`src/rtl/mem_arbiter.sv`:
```
// Two-requester round-robin arbiter and command sequencer for the DDR3 mux_mem port.
// One transaction in flight at a time: grant, issue strobe, optionally wait for read data
// (with timeout), then pulse a registered ack back to the granted requester.

// Per-requester response register: ack pulse plus sticky rdata/err until the next ack.
module mem_arb_rsp (
    input  logic        clk,
    input  logic        rst,
    input  logic        set,
    input  logic [31:0] set_rdata,
    input  logic        set_err,
    output logic        ack,
    output logic [31:0] rdata,
    output logic        err
);

    // ack is a single-cycle pulse; rdata/err only change when a new response lands
    always_ff @(posedge clk or posedge rst) begin
        if (rst) begin
            ack   <= 1'b0;
            rdata <= '0;
            err   <= 1'b0;
        end else begin
            ack <= set;
            if (set) begin
                rdata <= set_rdata;
                err   <= set_err;
            end
        end
    end

endmodule

module mem_arbiter #(
    parameter int ADDR_WIDTH     = 27,
    parameter int TIMEOUT_CYCLES = 1024
) (
    input  logic                  clk,
    input  logic                  rst,

    input  logic                  req0_valid,
    input  logic                  req0_we,
    input  logic [ADDR_WIDTH-1:0] req0_addr,
    input  logic [1:0]            req0_width,
    input  logic [31:0]           req0_wdata,
    output logic                  req0_ack,
    output logic [31:0]           req0_rdata,
    output logic                  req0_err,

    input  logic                  req1_valid,
    input  logic                  req1_we,
    input  logic [ADDR_WIDTH-1:0] req1_addr,
    input  logic [1:0]            req1_width,
    input  logic [31:0]           req1_wdata,
    output logic                  req1_ack,
    output logic [31:0]           req1_rdata,
    output logic                  req1_err,

    output logic                  mem_rd,
    output logic                  mem_wr,
    output logic [ADDR_WIDTH-1:0] mem_addr,
    output logic [1:0]            mem_data_width,
    output logic [31:0]           mem_wr_data,
    input  logic                  mem_rd_ready,
    input  logic                  mem_wr_ready,
    input  logic [31:0]           mem_rd_data,
    input  logic                  mem_rd_valid,

    output logic                  busy,
    output logic                  grant_id
);

    localparam int NUM_REQ = 2;
    localparam int CNT_W   = $clog2(TIMEOUT_CYCLES) + 1;
    localparam logic [CNT_W-1:0] CNT_LAST = CNT_W'(TIMEOUT_CYCLES - 1);

    typedef struct packed {
        logic                  we;
        logic [ADDR_WIDTH-1:0] addr;
        logic [1:0]            width;
        logic [31:0]           wdata;
    } req_t;

    typedef enum logic [1:0] {IDLE, ISSUE, WAIT_RD, DRAIN} state_t;

    state_t state, state_nxt;

    req_t [NUM_REQ-1:0]        req;
    logic [NUM_REQ-1:0]        req_valid;
    logic [NUM_REQ-1:0]        cand;
    logic [NUM_REQ-1:0]        rsp_set;
    logic [NUM_REQ-1:0]        rsp_ack;
    logic [NUM_REQ-1:0][31:0]  rsp_rdata;
    logic [NUM_REQ-1:0]        rsp_err;

    logic             last_grant;
    logic [CNT_W-1:0] cnt;

    logic        grant_fire;
    logic        grant_sel;
    logic        rsp_fire;
    logic        rsp_sel;
    logic [31:0] rsp_rdata_nxt;
    logic        rsp_err_nxt;
    logic        strobe_drop;
    logic        cnt_clr;
    logic        cnt_inc;

    assign req[0]       = {req0_we, req0_addr, req0_width, req0_wdata};
    assign req[1]       = {req1_we, req1_addr, req1_width, req1_wdata};
    assign req_valid    = {req1_valid, req0_valid};

    // A requester whose ack is on the wire this cycle still shows valid; keep it out.
    assign cand         = req_valid & ~rsp_ack;

    assign busy         = (state != IDLE);

    // State register
    always_ff @(posedge clk or posedge rst) begin
        if (rst) state <= IDLE;
        else     state <= state_nxt;
    end

    // Next state, grant decision and response/counter controls
    always_comb begin
        state_nxt     = state;
        grant_fire    = 1'b0;
        grant_sel     = 1'b0;
        rsp_fire      = 1'b0;
        rsp_sel       = grant_id;
        rsp_rdata_nxt = '0;
        rsp_err_nxt   = 1'b0;
        strobe_drop   = 1'b0;
        cnt_clr       = 1'b0;
        cnt_inc       = 1'b0;
        case (state)
            IDLE: begin
                if (|cand) begin
                    grant_fire = 1'b1;
                    grant_sel  = (&cand) ? ~last_grant : cand[1];
                    if (req[grant_sel].width != 2'b00) begin
                        state_nxt = ISSUE;
                    end else begin
                        // zero-width access completes without touching memory
                        rsp_fire = 1'b1;
                        rsp_sel  = grant_sel;
                    end
                end
            end
            ISSUE: begin
                if (mem_wr && mem_wr_ready) begin
                    strobe_drop = 1'b1;
                    rsp_fire    = 1'b1;
                    state_nxt   = IDLE;
                end else if (mem_rd && mem_rd_ready) begin
                    strobe_drop = 1'b1;
                    cnt_clr     = 1'b1;
                    state_nxt   = WAIT_RD;
                end
            end
            WAIT_RD: begin
                // data arriving on the terminal count still wins over the timeout
                if (mem_rd_valid) begin
                    rsp_fire      = 1'b1;
                    rsp_rdata_nxt = mem_rd_data;
                    state_nxt     = IDLE;
                end else if (cnt == CNT_LAST) begin
                    rsp_fire    = 1'b1;
                    rsp_err_nxt = 1'b1;
                    cnt_clr     = 1'b1;
                    state_nxt   = DRAIN;
                end else begin
                    cnt_inc = 1'b1;
                end
            end
            DRAIN: begin
                // swallow the late response of the timed-out read, or give up after another window
                if (mem_rd_valid || cnt == CNT_LAST) begin
                    cnt_clr   = 1'b1;
                    state_nxt = IDLE;
                end else begin
                    cnt_inc = 1'b1;
                end
            end
            default: state_nxt = IDLE;
        endcase
    end

    // Latched command, strobes, grant bookkeeping and response counter
    always_ff @(posedge clk or posedge rst) begin
        if (rst) begin
            mem_rd         <= 1'b0;
            mem_wr         <= 1'b0;
            mem_addr       <= '0;
            mem_data_width <= '0;
            mem_wr_data    <= '0;
            grant_id       <= 1'b0;
            last_grant     <= 1'b1;
            cnt            <= '0;
        end else begin
            if (grant_fire) begin
                grant_id       <= grant_sel;
                last_grant     <= grant_sel;
                mem_addr       <= req[grant_sel].addr;
                mem_data_width <= req[grant_sel].width;
                mem_wr_data    <= req[grant_sel].wdata;
                if (req[grant_sel].width != 2'b00) begin
                    mem_rd <= ~req[grant_sel].we;
                    mem_wr <=  req[grant_sel].we;
                end
            end
            if (strobe_drop) begin
                mem_rd <= 1'b0;
                mem_wr <= 1'b0;
            end
            if (cnt_clr)      cnt <= '0;
            else if (cnt_inc) cnt <= cnt + 1'b1;
        end
    end

    assign rsp_set = rsp_fire ? (NUM_REQ'(1) << rsp_sel) : '0;

    genvar gi;
    generate
        for (gi = 0; gi < NUM_REQ; gi++) begin : g_rsp
            mem_arb_rsp u_rsp (
                .clk       (clk),
                .rst       (rst),
                .set       (rsp_set[gi]),
                .set_rdata (rsp_rdata_nxt),
                .set_err   (rsp_err_nxt),
                .ack       (rsp_ack[gi]),
                .rdata     (rsp_rdata[gi]),
                .err       (rsp_err[gi])
            );
        end
    endgenerate

    assign req0_ack   = rsp_ack[0];
    assign req0_rdata = rsp_rdata[0];
    assign req0_err   = rsp_err[0];
    assign req1_ack   = rsp_ack[1];
    assign req1_rdata = rsp_rdata[1];
    assign req1_err   = rsp_err[1];

endmodule
```
`config.mk`:
```
export PLATFORM = sky130hd
export DESIGN_NAME = mem_arbiter
export DESIGN_NICKNAME = d
export VERILOG_FILES = /design/src/rtl/mem_arbiter.sv
export SDC_FILE = /design/constraint.sdc
export NUM_CORES = 1
export LEC_CHECK = 0
export BUFFER_PORTS_ARGS = -buffer_cell sky130_fd_sc_hd__buf_2
export CORE_MARGIN = 5
export CORE_UTILIZATION = 48
export DETAILED_ROUTE_END_ITERATION = 10
export GPL_TIMING_DRIVEN = 0
export MAX_ROUTING_LAYER = met4
export PLACE_DENSITY = 0.8
export SYNTH_ARGS = -nofsm -noshare
export SYNTH_HDL_FRONTEND = slang
export SYNTH_HIERARCHICAL = 1
export SYNTH_SLANG_ARGS = --single-unit
```
`constraint.sdc`:
```
create_clock -name clk -period 3.2 [get_ports clk]
set_input_delay 0.16 -clock clk [delete_from_list [all_inputs] [get_ports clk]]
set_output_delay 0.16 -clock clk [all_outputs]
set_load 0.02 [all_outputs]
```
==> results of run 1 <==
stage by stage:
step	power, mW	util	instance area (sq um)
final	4.18	0.651	9390
after CTS	4.21	0.651	9390
after global routing	4.31	0.651	9390
after global placement	2.12	0.604	8710
after floorplan	1.99	-	7010
after detailed placement	2.13	0.606	8740
cell usage after synthesis, types with 2 or more instances:
library cell,count,area (sq um)
nor2_1,6,22.5
or3_1,4,25.0
dfrtp_1,145,3630
xor2_1,2,17.5
nand2_1,71,267
nand2b_1,2,12.5
buf_12,6,120
buf_6,3,33.8
o21ai_0,64,320
xnor2_1,2,17.5
buf_2,9,45.0
buf_4,6,45.0
nand3b_1,2,15.0
a21oi_1,7,35.0
nand3_1,5,25.0
a211o_1,2,17.5
o31ai_1,2,15.0
nor2b_1,4,25.0
and3_1,34,213
mux2_2,7,78.8
nand4_1,2,12.5
inv_1,7,26.3
o21ai_1,3,15.0
mux2i_1,64,641
clkbuf_1,12,45.0
mux2_4,60,901
state kept, by name, summed over array words and instances (netlist names):
register	flops
g_rsp.u_rsp/err	2
last_grant	1
g_rsp.u_rsp/ack	2
mem_wr	1
mem_wr_data	32
g_rsp.u_rsp/rdata	64
mem_rd	1
cnt	11
state	2
grant_id	1
mem_addr	27
mem_data_width	2
path summary, 6_finish.rpt:
| path | startpoint | end | cells past startpoint |
|---|---|---|---|
| setup / recovery | state[0] | g_rsp[0].u_rsp/rdata[28] | 8 |
| min in group asynchronous | rst | mem_addr[19] | 3 |
| max in group asynchronous | rst | g_rsp[0].u_rsp/rdata[28] | 3 |
| setup reg to reg | state[0] | g_rsp[0].u_rsp/rdata[28] | 8 |
| hold reg to reg | last_grant | last_grant | 2 |
| hold / removal | req0_addr[0] | mem_addr[0] | 3 |
what timing repair did:
action,in CTS,in global routing
setup buffers,0,0
endpoints found under the setup margin,0,0
hold buffers,2,0
endpoints found under the hold margin,59,0
layer usage:
layer  vias up  global-route usage
li1       2660                   -
met1      2747               0.286
met2       268               0.412
met3        33              0.0618
met4         0              0.0823
met5         -                   -
logic make-up (layout without fill, tap and decap cells):
group                    count (synthesis)  after routing
other                                    0              2
AO/OA/AOI/OAI                           95             95
flip-flops                             146            146
XOR/XNOR                                 4              4
adder cells (fa/ha/maj)                  1              1
AND/OR/NAND/NOR                        146            146
multiplexers                           131            131
buffers and inverters                   44            374
area by class of cell:
class | count | area, sq um | area share
clock buffer | 17 | 425 | 0.0453
sequential | 146 | 3650 | 0.389
inverter | 7 | 28.8 | 0.00306
antenna | 2 | 5.00 | 0.000533
tap | 184 | 230 | 0.0245
clock inverter | 15 | 198 | 0.0211
multi-input combinational | 377 | 3030 | 0.323
timing repair buffer | 298 | 1520 | 0.162
buffer | 37 | 293 | 0.0312
worst register-to-register path: stages (launching register included):
cell,delay [ps]
dfrtp_1,350
buf_2,180
nor2b_2,320
nand4_1,270
o221a_2,230
a211oi_1,400
buf_6,230
buf_12,170
mux2_4,310
power breakdown:
part           switching (mW)  internal, mW  total [mW]
clock network           0.831          1.25        2.08
registers                   0          1.85        1.85
logic                   0.125         0.120       0.245
==> results.tsv, run 1 <==
metric	value	unit
syn nets	731	
commonest non-fill, non-tap cell in the layout	buf_2	
largest fanout on the critical path	10	
FMAX	0.389	GHz
mux cell area share after synthesis	0.231	
Worst Hold Class	in -> reg	
vias in the first global route	5898	
WP buf/inv	3	
worst clock skew	8.61	ps
global-route wire length before repair	30.9	mm
asr flop ratio synth	1.00	
CTS Buffer Depth	2	
outcome	completed	
GRT Util Overall	0.244	
crit path max-delay cell type	a211oi_1	
slew margin rel.	0.485	
critical path class	reg -> reg	
Top delay family on crit path	compound AO/OA/AOI/OAI gates	
final non-filler cell total	1083	
share of cells above drive strength 1	0.487	
hold slack	32.1	ps
crit-path cells	buf_2 -> nor2b_2 -> nand4_1 -> o221a_2 -> a211oi_1 -> buf_6 -> buf_12 -> mux2_4	
Startpoint Class	flop	
Die ar.	0.0171	sq mm
H-tree levels	4	
WL/cell	18.9	microns
Overflow after GRT	0	
via count	5708	
Yosys warning count	6	
M1 wire length	7.98	mm
commonest cells after routing, fill and taps aside	304 x buf_2, 145 x dfrtp_1, 71 x nand2_1	
CTS tree	built	
Critical Path RT	3500	ps
Placed Cells	1047	
max incr delay on CP	400	ps
site row count	44	
hpwl dp	16.0	mm
main combinational cell family by area after synthesis	multiplexers	
flops & latches, synth	146	
DRC	0	
WP data arrival	2870	ps
initial DRC count	275	
Final Setup Violations	0	
Chip Width	131	microns
cts bufs inserted	17	
DR vias/cell	5.27	
Worst-Margin Slew	772	ps
Seq/Total Area, Yosys	0.522	
Final Hold Viols	0	
post-synthesis compound-gate area fraction	0.0839	
P per Cell Area	445	mW/mm^2
Max Slew Vio Count	0	
period utilisation layout	0.803	
Gate Count Post-Synth	567	
RePlAce Congestion	0.852	
WL met3	1.87	mm
Post-Route WL	20.5	mm
Area Overhead vs Synth	34.0	%
crit path capture type	flop	
clk slew on worst S/H paths	60	ps
minimum clock period	2570	ps
post-placement setup slack	668	ps
Post-Synth XOR/XNOR Area	0.00500	
drt first pass iters	4	
Port Buffers	295	
Synth Area in Adders	0.00179	
I/O pin cnt	296	
pin count of the biggest net entering global routing	54	
simple-gate share of the synthesized area	0.111	
Fillers	1140	
routed wl met2	10.1	mm
Netlist cell types	62	
leading register cell type out of synthesis	dfrtp_1	
post-route antenna net violation count	0	
Worst-Skew Late Latency	420	ps
setup_tns	0	ps
clk sink count	146	
initial antenna violation count	2	
Top Layer Used	met4	
Max-Cap Viols	0	
P_leak	5.23	nW
height of the die	131	microns
final worst setup slack	630	ps
worst vdd ir	0.000298	V
Root Driver	clkbuf_16	
cts repair resizes	0	
EDFF count, synth	0	
Mapped Area	0.00701	sq mm
RSZ-0062 raised after global routing	no	
Final #Nets	1048	
Initial Util	0.486	
core area	0.0144	sq mm
Post-Syn Area per Cell	12.4	sq um
FF-to-FF setup slack	630	ps
No activity file was read; power rests on OpenSTA's default activity.
==> run 2: changes to the inputs <==
--- a/config.mk
+++ b/config.mk
@@ -5,13 +5,14 @@
 export SDC_FILE = /design/constraint.sdc
 export NUM_CORES = 1
 export LEC_CHECK = 0
+export ABC_AREA = 1
 export BUFFER_PORTS_ARGS = -buffer_cell sky130_fd_sc_hd__buf_2
 export CORE_MARGIN = 5
-export CORE_UTILIZATION = 48
+export CORE_UTILIZATION = 44
 export DETAILED_ROUTE_END_ITERATION = 10
 export GPL_TIMING_DRIVEN = 0
 export MAX_ROUTING_LAYER = met4
-export PLACE_DENSITY = 0.8
+export PLACE_DENSITY = 0.77
 export SYNTH_ARGS = -nofsm -noshare
 export SYNTH_HDL_FRONTEND = slang
 export SYNTH_HIERARCHICAL = 1
==> constraint.sdc (replaced) <==
create_clock -name clk -period 2.2 [get_ports clk]
set_input_delay 0.11 -clock clk [delete_from_list [all_inputs] [get_ports clk]]
set_output_delay 0.11 -clock clk [all_outputs]
set_load 0.02 [all_outputs]
==> run 2 against run 1 <==
Utilization is 0.84 points lower. Via count grew 31%. Hold slack got worse by 10 ps. Count of clock-buffer cells in the layout rose by 3. Setup slack worse by 480 ps. Critical path type unchanged. Largest power group unchanged. Highest routed layer unchanged.
==> results.tsv, run 2 <==
metric	value	unit	change
Critical Path RT	2500	ps	was 3500 ps
Yosys warning count	6		unchanged
Port Buffers	295		unchanged
Max Slew Vio Count	0		unchanged
design area	0.0102	sq mm	was 0.00939 sq mm
drt first pass iters	5		was 4
Top delay family on crit path	buffers and inverters		was compound AO/OA/AOI/OAI gates
critical path class	reg -> reg		unchanged
P per Cell Area	575	mW/mm^2	was 445 mW/mm^2
outcome	completed		unchanged
commonest cells after routing, fill and taps aside	368 x nand2_1, 307 x buf_2, 145 x dfrtp_1		was 304 x buf_2, 145 x dfrtp_1, 71 x nand2_1
Root Driver	clkbuf_16		unchanged
count leader, synth	nand2_1		was dfrtp_1
worst vdd ir	0.000517	V	was 0.000298 V
clk sink count	146		unchanged
DRC	0		unchanged
Biggest register	g_rsp.u_rsp/rdata		unchanged
worst clock skew	11.9	ps	was 8.61 ps
RePlAce Congestion	0.905		was 0.852
Die ar.	0.0189	sq mm	was 0.0171 sq mm
Netlist cell types	29		was 62
Gate Count Post-Synth	929		was 567
Chip Width	137	microns	was 131 microns
FMAX	0.487	GHz	was 0.389 GHz
crit path capture type	flop		unchanged
cts bufs inserted	17		unchanged
Post-DP Area	0.00891	sq mm	was 0.00874 sq mm
Overflow after GRT	0		unchanged
syn nets	1093		was 731
WP buf/inv	6		was 3
commonest non-fill, non-tap cell in the layout	nand2_1		was buf_2
Mapped Area	0.00713	sq mm	was 0.00701 sq mm
Yosys top cell by area	dfrtp_1		unchanged
clk slew on worst S/H paths	60	ps	about the same
top cells by area, synth	dfrtp_1 51%, nand2_1 19%, inv_1 6.7%		was dfrtp_1 52%, mux2_4 13%, mux2i_1 9.1%
Worst-Margin Slew	772	ps	about the same
FF-to-FF setup slack	150	ps	was 630 ps
crit-path cells	buf_6 -> nor2_8 -> nand2_2 -> buf_2 -> o21ai_2 -> nand2_1 -> inv_1 -> buf_6 -> inv_8 -> buf_6 -> nand2_1 -> nand2_1		was buf_2 -> nor2b_2 -> nand4_1 -> o221a_2 -> a211oi_1 -> buf_6 -> buf_12 -> mux2_4
period utilisation layout	0.933		was 0.803
Post-Route WL	24.2	mm	was 20.5 mm
top flop regs	g_rsp.u_rsp/rdata: 64 flops, mem_wr_data: 32 flops, mem_addr: 27 flops		unchanged
initial antenna violation count	4		was 2
RSZ-0062 raised after global routing	no		unchanged
WP data arrival	2360	ps	was 2870 ps
Area Overhead vs Synth	43.1	%	was 34.0%
Final #Nets	1477		was 1048
Worst Hold Class	in -> reg		unchanged
global-route wire length before repair	37.6	mm	was 30.9 mm
EDFF count, synth	0		unchanged
P_leak	6.39	nW	was 5.23 nW
site row count	46		was 44
Startpoint Class	flop		unchanged
hold slack	22.1	ps	was 32.1 ps
post-route antenna net violation count	0		unchanged
flops & latches, synth	146		unchanged
core area	0.0159	sq mm	was 0.0144 sq mm
height of the die	137	microns	was 131 microns
pin count of the biggest net entering global routing	69		was 54
max FFs per register	64		unchanged
max incr delay on CP	370	ps	was 400 ps
CTS tree	built		unchanged
Post-Syn Area per Cell	7.68	sq um	was 12.4 sq um
slew margin rel.	0.484		was 0.485
asr flop ratio synth	1.00		unchanged
crit path max-delay cell type	dfrtp_1		was a211oi_1
Seq/Total Area, Yosys	0.512		was 0.522
Max-Cap Viols	0		unchanged
leading register cell type out of synthesis	dfrtp_1		unchanged
Final Hold Viols	0		unchanged
Initial Util	0.449		was 0.486
GRT Util Overall	0.263		was 0.244
vias in the first global route	7562		was 5898
H-tree levels	4		unchanged
CTS Buffer Depth	2		unchanged
final core utilization	0.643		was 0.651
DR vias/cell	4.84		was 5.27
via count	7501		was 5708
total power	5.87	mW	was 4.18 mW
I/O pin cnt	296		unchanged
initial DRC count	451		was 275
largest fanout on the critical path	10		unchanged
hpwl dp	17.1	mm	was 16.0 mm
Worst-Skew Late Latency	420	ps	about the same
share of cells above drive strength 1	0.309		was 0.487
Synth top cells by count	369 x nand2_1, 145 x dfrtp_1, 128 x inv_1		was 145 x dfrtp_1, 71 x nand2_1, 64 x mux2i_1, 64 x o21ai_0, 60 x mux2_4
Final Setup Violations	0		unchanged
WL/cell	15.6	microns	was 18.9 microns
Yosys top cell area share	0.509		was 0.518
minimum clock period	2050	ps	was 2570 ps
## run 2: layout make-up
class                   instances  area [sq um]
fillers                      1347          5680
diodes                          7          17.5
inverters                     131           509
repair buffers                365          2180
clock inverters                12           136
flip-flops and latches        146          3650
multi-input cells             607          2670
well taps                     216           270
plain buffers                  45           330
clock buffers                  20           437
## run 2: layer usage
| layer | global-route usage | part of all wire |
|---|---|---|
| met5 | - | 0 |
| met1 | 0.305 | 0.38 |
| met2 | 0.428 | 0.49 |
| met3 | 0.0741 | 0.093 |
| met4 | 0.115 | 0.039 |
## run 2: worst min-delay path: cells and delay by family
family | cells | cell delay (ps)
AND/OR/NAND/NOR | 3 | 150
buffers and inverters | 2 | 140
## run 2: metrics by stage
step / TNS, ps / worst slack (ps) / instances
finish: 0 / 147 / 1549
global route: 0 / 4.85 / 1546
CTS: 0 / 6.86 / 1537
detailed placement: -1570 / -70.2 / 1441
global placement: -80480 / -1050 / 1440
floorplan: 0 / 96.6 / 929
## run 2: worst paths after layout
kind | from | endpoint | cells past startpoint
max | state[1] | g_rsp[1].u_rsp/rdata[29] | 12
min | mem_rd_data[25] | g_rsp[1].u_rsp/rdata[25] | 5
max reg2reg | state[1] | g_rsp[1].u_rsp/rdata[29] | 12
min reg2reg | last_grant | last_grant | 2
max in group asynchronous | rst | g_rsp[0].u_rsp/rdata[31] | 3
min in group asynchronous | rst | mem_wr_data[7] | 3
## run 2: cells by family after synthesis
family,Yosys count,synth area share
AOI/OAI and AO/OA,128,0.0914
xor gates and xnor gates,2,0.00246
adders and majority gates,1,0.00175
buffers and inverters,176,0.116
DFF,146,0.512
and+or+nand+nor,476,0.276
## run 2: report_power, final
part / internal (mW) / total, mW / switching [mW]
clock network: 1.67 / 2.82 / 1.15
logic: 0.197 / 0.362 / 0.165
registers: 2.69 / 2.69 / 0
## run 2: what timing repair did
action                                 in CTS  in global routing
hold buffers                               64                  0
resized for setup                           2                  7
pin swaps                                   0                  1
endpoints found under the hold margin     208                  0
setup endpoints to repair                  31                 62
setup buffers                               0                  5
==> run 3: changes to the inputs <==
--- a/config.mk
+++ b/config.mk
@@ -13,6 +13,7 @@
 export GPL_TIMING_DRIVEN = 0
 export MAX_ROUTING_LAYER = met4
 export PLACE_DENSITY = 0.77
+export REMOVE_ABC_BUFFERS = 1
 export SYNTH_ARGS = -nofsm -noshare
 export SYNTH_HDL_FRONTEND = slang
 export SYNTH_HIERARCHICAL = 1
==> run 3 against run 2 <==
Clock power is 3% higher. Via count is 2.1% lower. Fmax decreased by 1.5%. Clock skew fell by 1.7 ps. Sequential share of layout area is 0.55 points lower. Hold slack lost 8.5 ps. Combinational power up 6.1%. Power grew 1.8%. Final area is 1.6% higher.
==> results.tsv, run 3 (synthesis results as in run 2) <==
metric	value	unit	change
RePlAce Congestion	0.852		was 0.905
Worst-Margin Slew	848	ps	was 772 ps
P_leak	6.45	nW	was 6.39 nW
Biggest register	g_rsp.u_rsp/rdata		unchanged
post-placement setup slack	-978	ps	was -70.2 ps
Chip Width	137	microns	unchanged
initial DRC count	497		was 451
Placed Cells	1400		was 1441
DR vias/cell	4.81		was 4.84
Worst-Skew Late Latency	420	ps	about the same
drt first pass iters	6		was 5
Sw Pwr	1.31	mW	was 1.32 mW
WP data arrival	2390	ps	was 2360 ps
share of cells above drive strength 1	0.310		was 0.309
Initial Util	0.449		unchanged
WL/cell	15.7	microns	was 15.6 microns
internal power	4.66	mW	was 4.55 mW
via count	7345		was 7501
Root Driver	clkbuf_16		unchanged
CTS tree	built		unchanged
Max-Cap Viols	0		unchanged
Port Buffers	295		unchanged
Post-Route WL	24.1	mm	was 24.2 mm
slew margin rel.	0.434		was 0.484
top flop regs	g_rsp.u_rsp/rdata: 64 flops, mem_wr_data: 32 flops, mem_addr: 27 flops		unchanged
Post-DP Area	0.00870	sq mm	was 0.00891 sq mm
largest fanout on the critical path	15		was 10
final worst setup slack	115	ps	was 147 ps
Clock Power Share	0.487		was 0.481
clk sink count	146		unchanged
critical path class	reg -> reg		unchanged
pin count of the biggest net entering global routing	97		was 69
cts bufs inserted	17		unchanged
DRC	0		unchanged
Final Setup Violations	0		unchanged
Fillers	1346		was 1347
max FFs per register	64		unchanged
Max Slew Vio Count	0		unchanged
FMAX	0.480	GHz	was 0.487 GHz
minimum clock period	2080	ps	was 2050 ps
initial antenna violation count	1		was 4
vias in the first global route	7146		was 7562
commonest non-fill, non-tap cell in the layout	nand2_1		unchanged
hpwl dp	15.3	mm	was 17.1 mm
worst clock skew	10.2	ps	was 11.9 ps
Gate power share	0.064		was 0.062
crit path capture type	flop		unchanged
H-tree levels	4		unchanged
outcome	completed		unchanged
P per Cell Area	577	mW/mm^2	was 575 mW/mm^2
site row count	46		unchanged
I/O pin cnt	296		unchanged
clk slew on worst S/H paths	60	ps	about the same
commonest cells after routing, fill and taps aside	364 x nand2_1, 295 x buf_2, 144 x dfrtp_1		was 368 x nand2_1, 307 x buf_2, 145 x dfrtp_1
post-route antenna net violation count	0		unchanged
Final Hold Viols	0		unchanged
worst vdd ir	0.000506	V	was 0.000517 V
Overflow after GRT	0		unchanged
Final #Nets	1461		was 1477
height of the die	137	microns	unchanged
period utilisation layout	0.948		was 0.933
core area	0.0159	sq mm	unchanged
Worst Hold Class	in -> reg		unchanged
Startpoint Class	flop		unchanged
global-route wire length before repair	35.9	mm	was 37.6 mm
Critical Path RT	2510	ps	was 2500 ps
final non-filler cell total	1528		was 1549
Area Overhead vs Synth	45.4	%	was 43.1%
CTS Buffer Depth	2		unchanged
Flop pwr share	0.449		was 0.457
Net Sw Frac	0.220		was 0.224
design area	0.0104	sq mm	was 0.0102 sq mm
GRT Util Overall	0.254		was 0.263
Die ar.	0.0189	sq mm	unchanged
final core utilization	0.653		was 0.643
run 3: area by class of cell:
type	instances	area [sq um]	share of cell area
diodes	4	10.0	0.000965
clock buffers	20	467	0.0450
clock inverters	10	126	0.0122
inverters	131	522	0.0503
multi-input cells	609	2770	0.267
flip-flops and latches	146	3660	0.353
well taps	216	270	0.0261
repair buffers	391	2550	0.246
repair inverters	1	7.51	0.000724
run 3: worst max-delay path, cell delays in order, from the launching register on:
cell and delay (ps):
dfrtp_1 480, nor2_8 240, nand2_8 140, inv_2 100, nand2_1 100, nand2_1 80
o21ai_2 90, nand2_4 130, clkinvlp_4 160, buf_4 190, buf_16 140, nand2_1 50
nand2_1 50
run 3: through the flow:
| stage | hold slack [ps] | TNS, ps | total power [mW] |
|---|---|---|---|
| 4_1_cts | 0.316 | -27.7 | 6.02 |
| 3_3_place_gp | 322 | -334220 | 2.98 |
| 5_1_grt | 6.94 | -123 | 6.19 |
| 2_1_floorplan | 238 | -111830 | 2.82 |
| 6_report | 13.6 | 0 | 5.98 |
| 3_5_place_dp | 187 | -34090 | 3.00 |
run 3: power by group through the flow:
stage / Combinational (mW) / Sequential (mW) / Clock, mW
finish: 0.384 / 2.69 / 2.91
global route: 0.425 / 2.68 / 3.08
CTS: 0.377 / 2.69 / 2.96
detailed placement: 0.263 / 2.73 / 0
global placement: 0.245 / 2.73 / 0
floorplan: 0.0828 / 2.73 / 0
run 3: metal layers:
layer  vias to the layer above  wire, microns  global-route usage
li1                       3573              -                   -
met2                       329          11900               0.396
met3                       107           1480              0.0551
met1                      3336           9270               0.304
met4                         0           1380               0.151
met5                         -              0                   -
run 3: worst paths after layout:
check,start,endpoint,slack [ps],cells past startpoint
worst max-delay path,state[0],g_rsp[1].u_rsp/rdata[20],120,12
worst min-delay path,mem_rd_data[7],g_rsp[0].u_rsp/rdata[7],10,5
worst max register to register,state[0],g_rsp[1].u_rsp/rdata[20],120,12
worst min register to register,g_rsp[1].u_rsp/rdata[19],g_rsp[1].u_rsp/rdata[19],460,2
max in group asynchronous,rst,g_rsp[1].u_rsp/rdata[26],1160,4
min in group asynchronous,rst,mem_addr[12],290,3
run 3: what timing repair did:
action,in CTS,in global routing
setup buffers,6,7
hold buffers,76,0
gates cloned,3,2
gates resized for setup,15,10
pin swaps,5,3
endpoints found under the hold margin,170,0
setup endpoints to repair,68,98
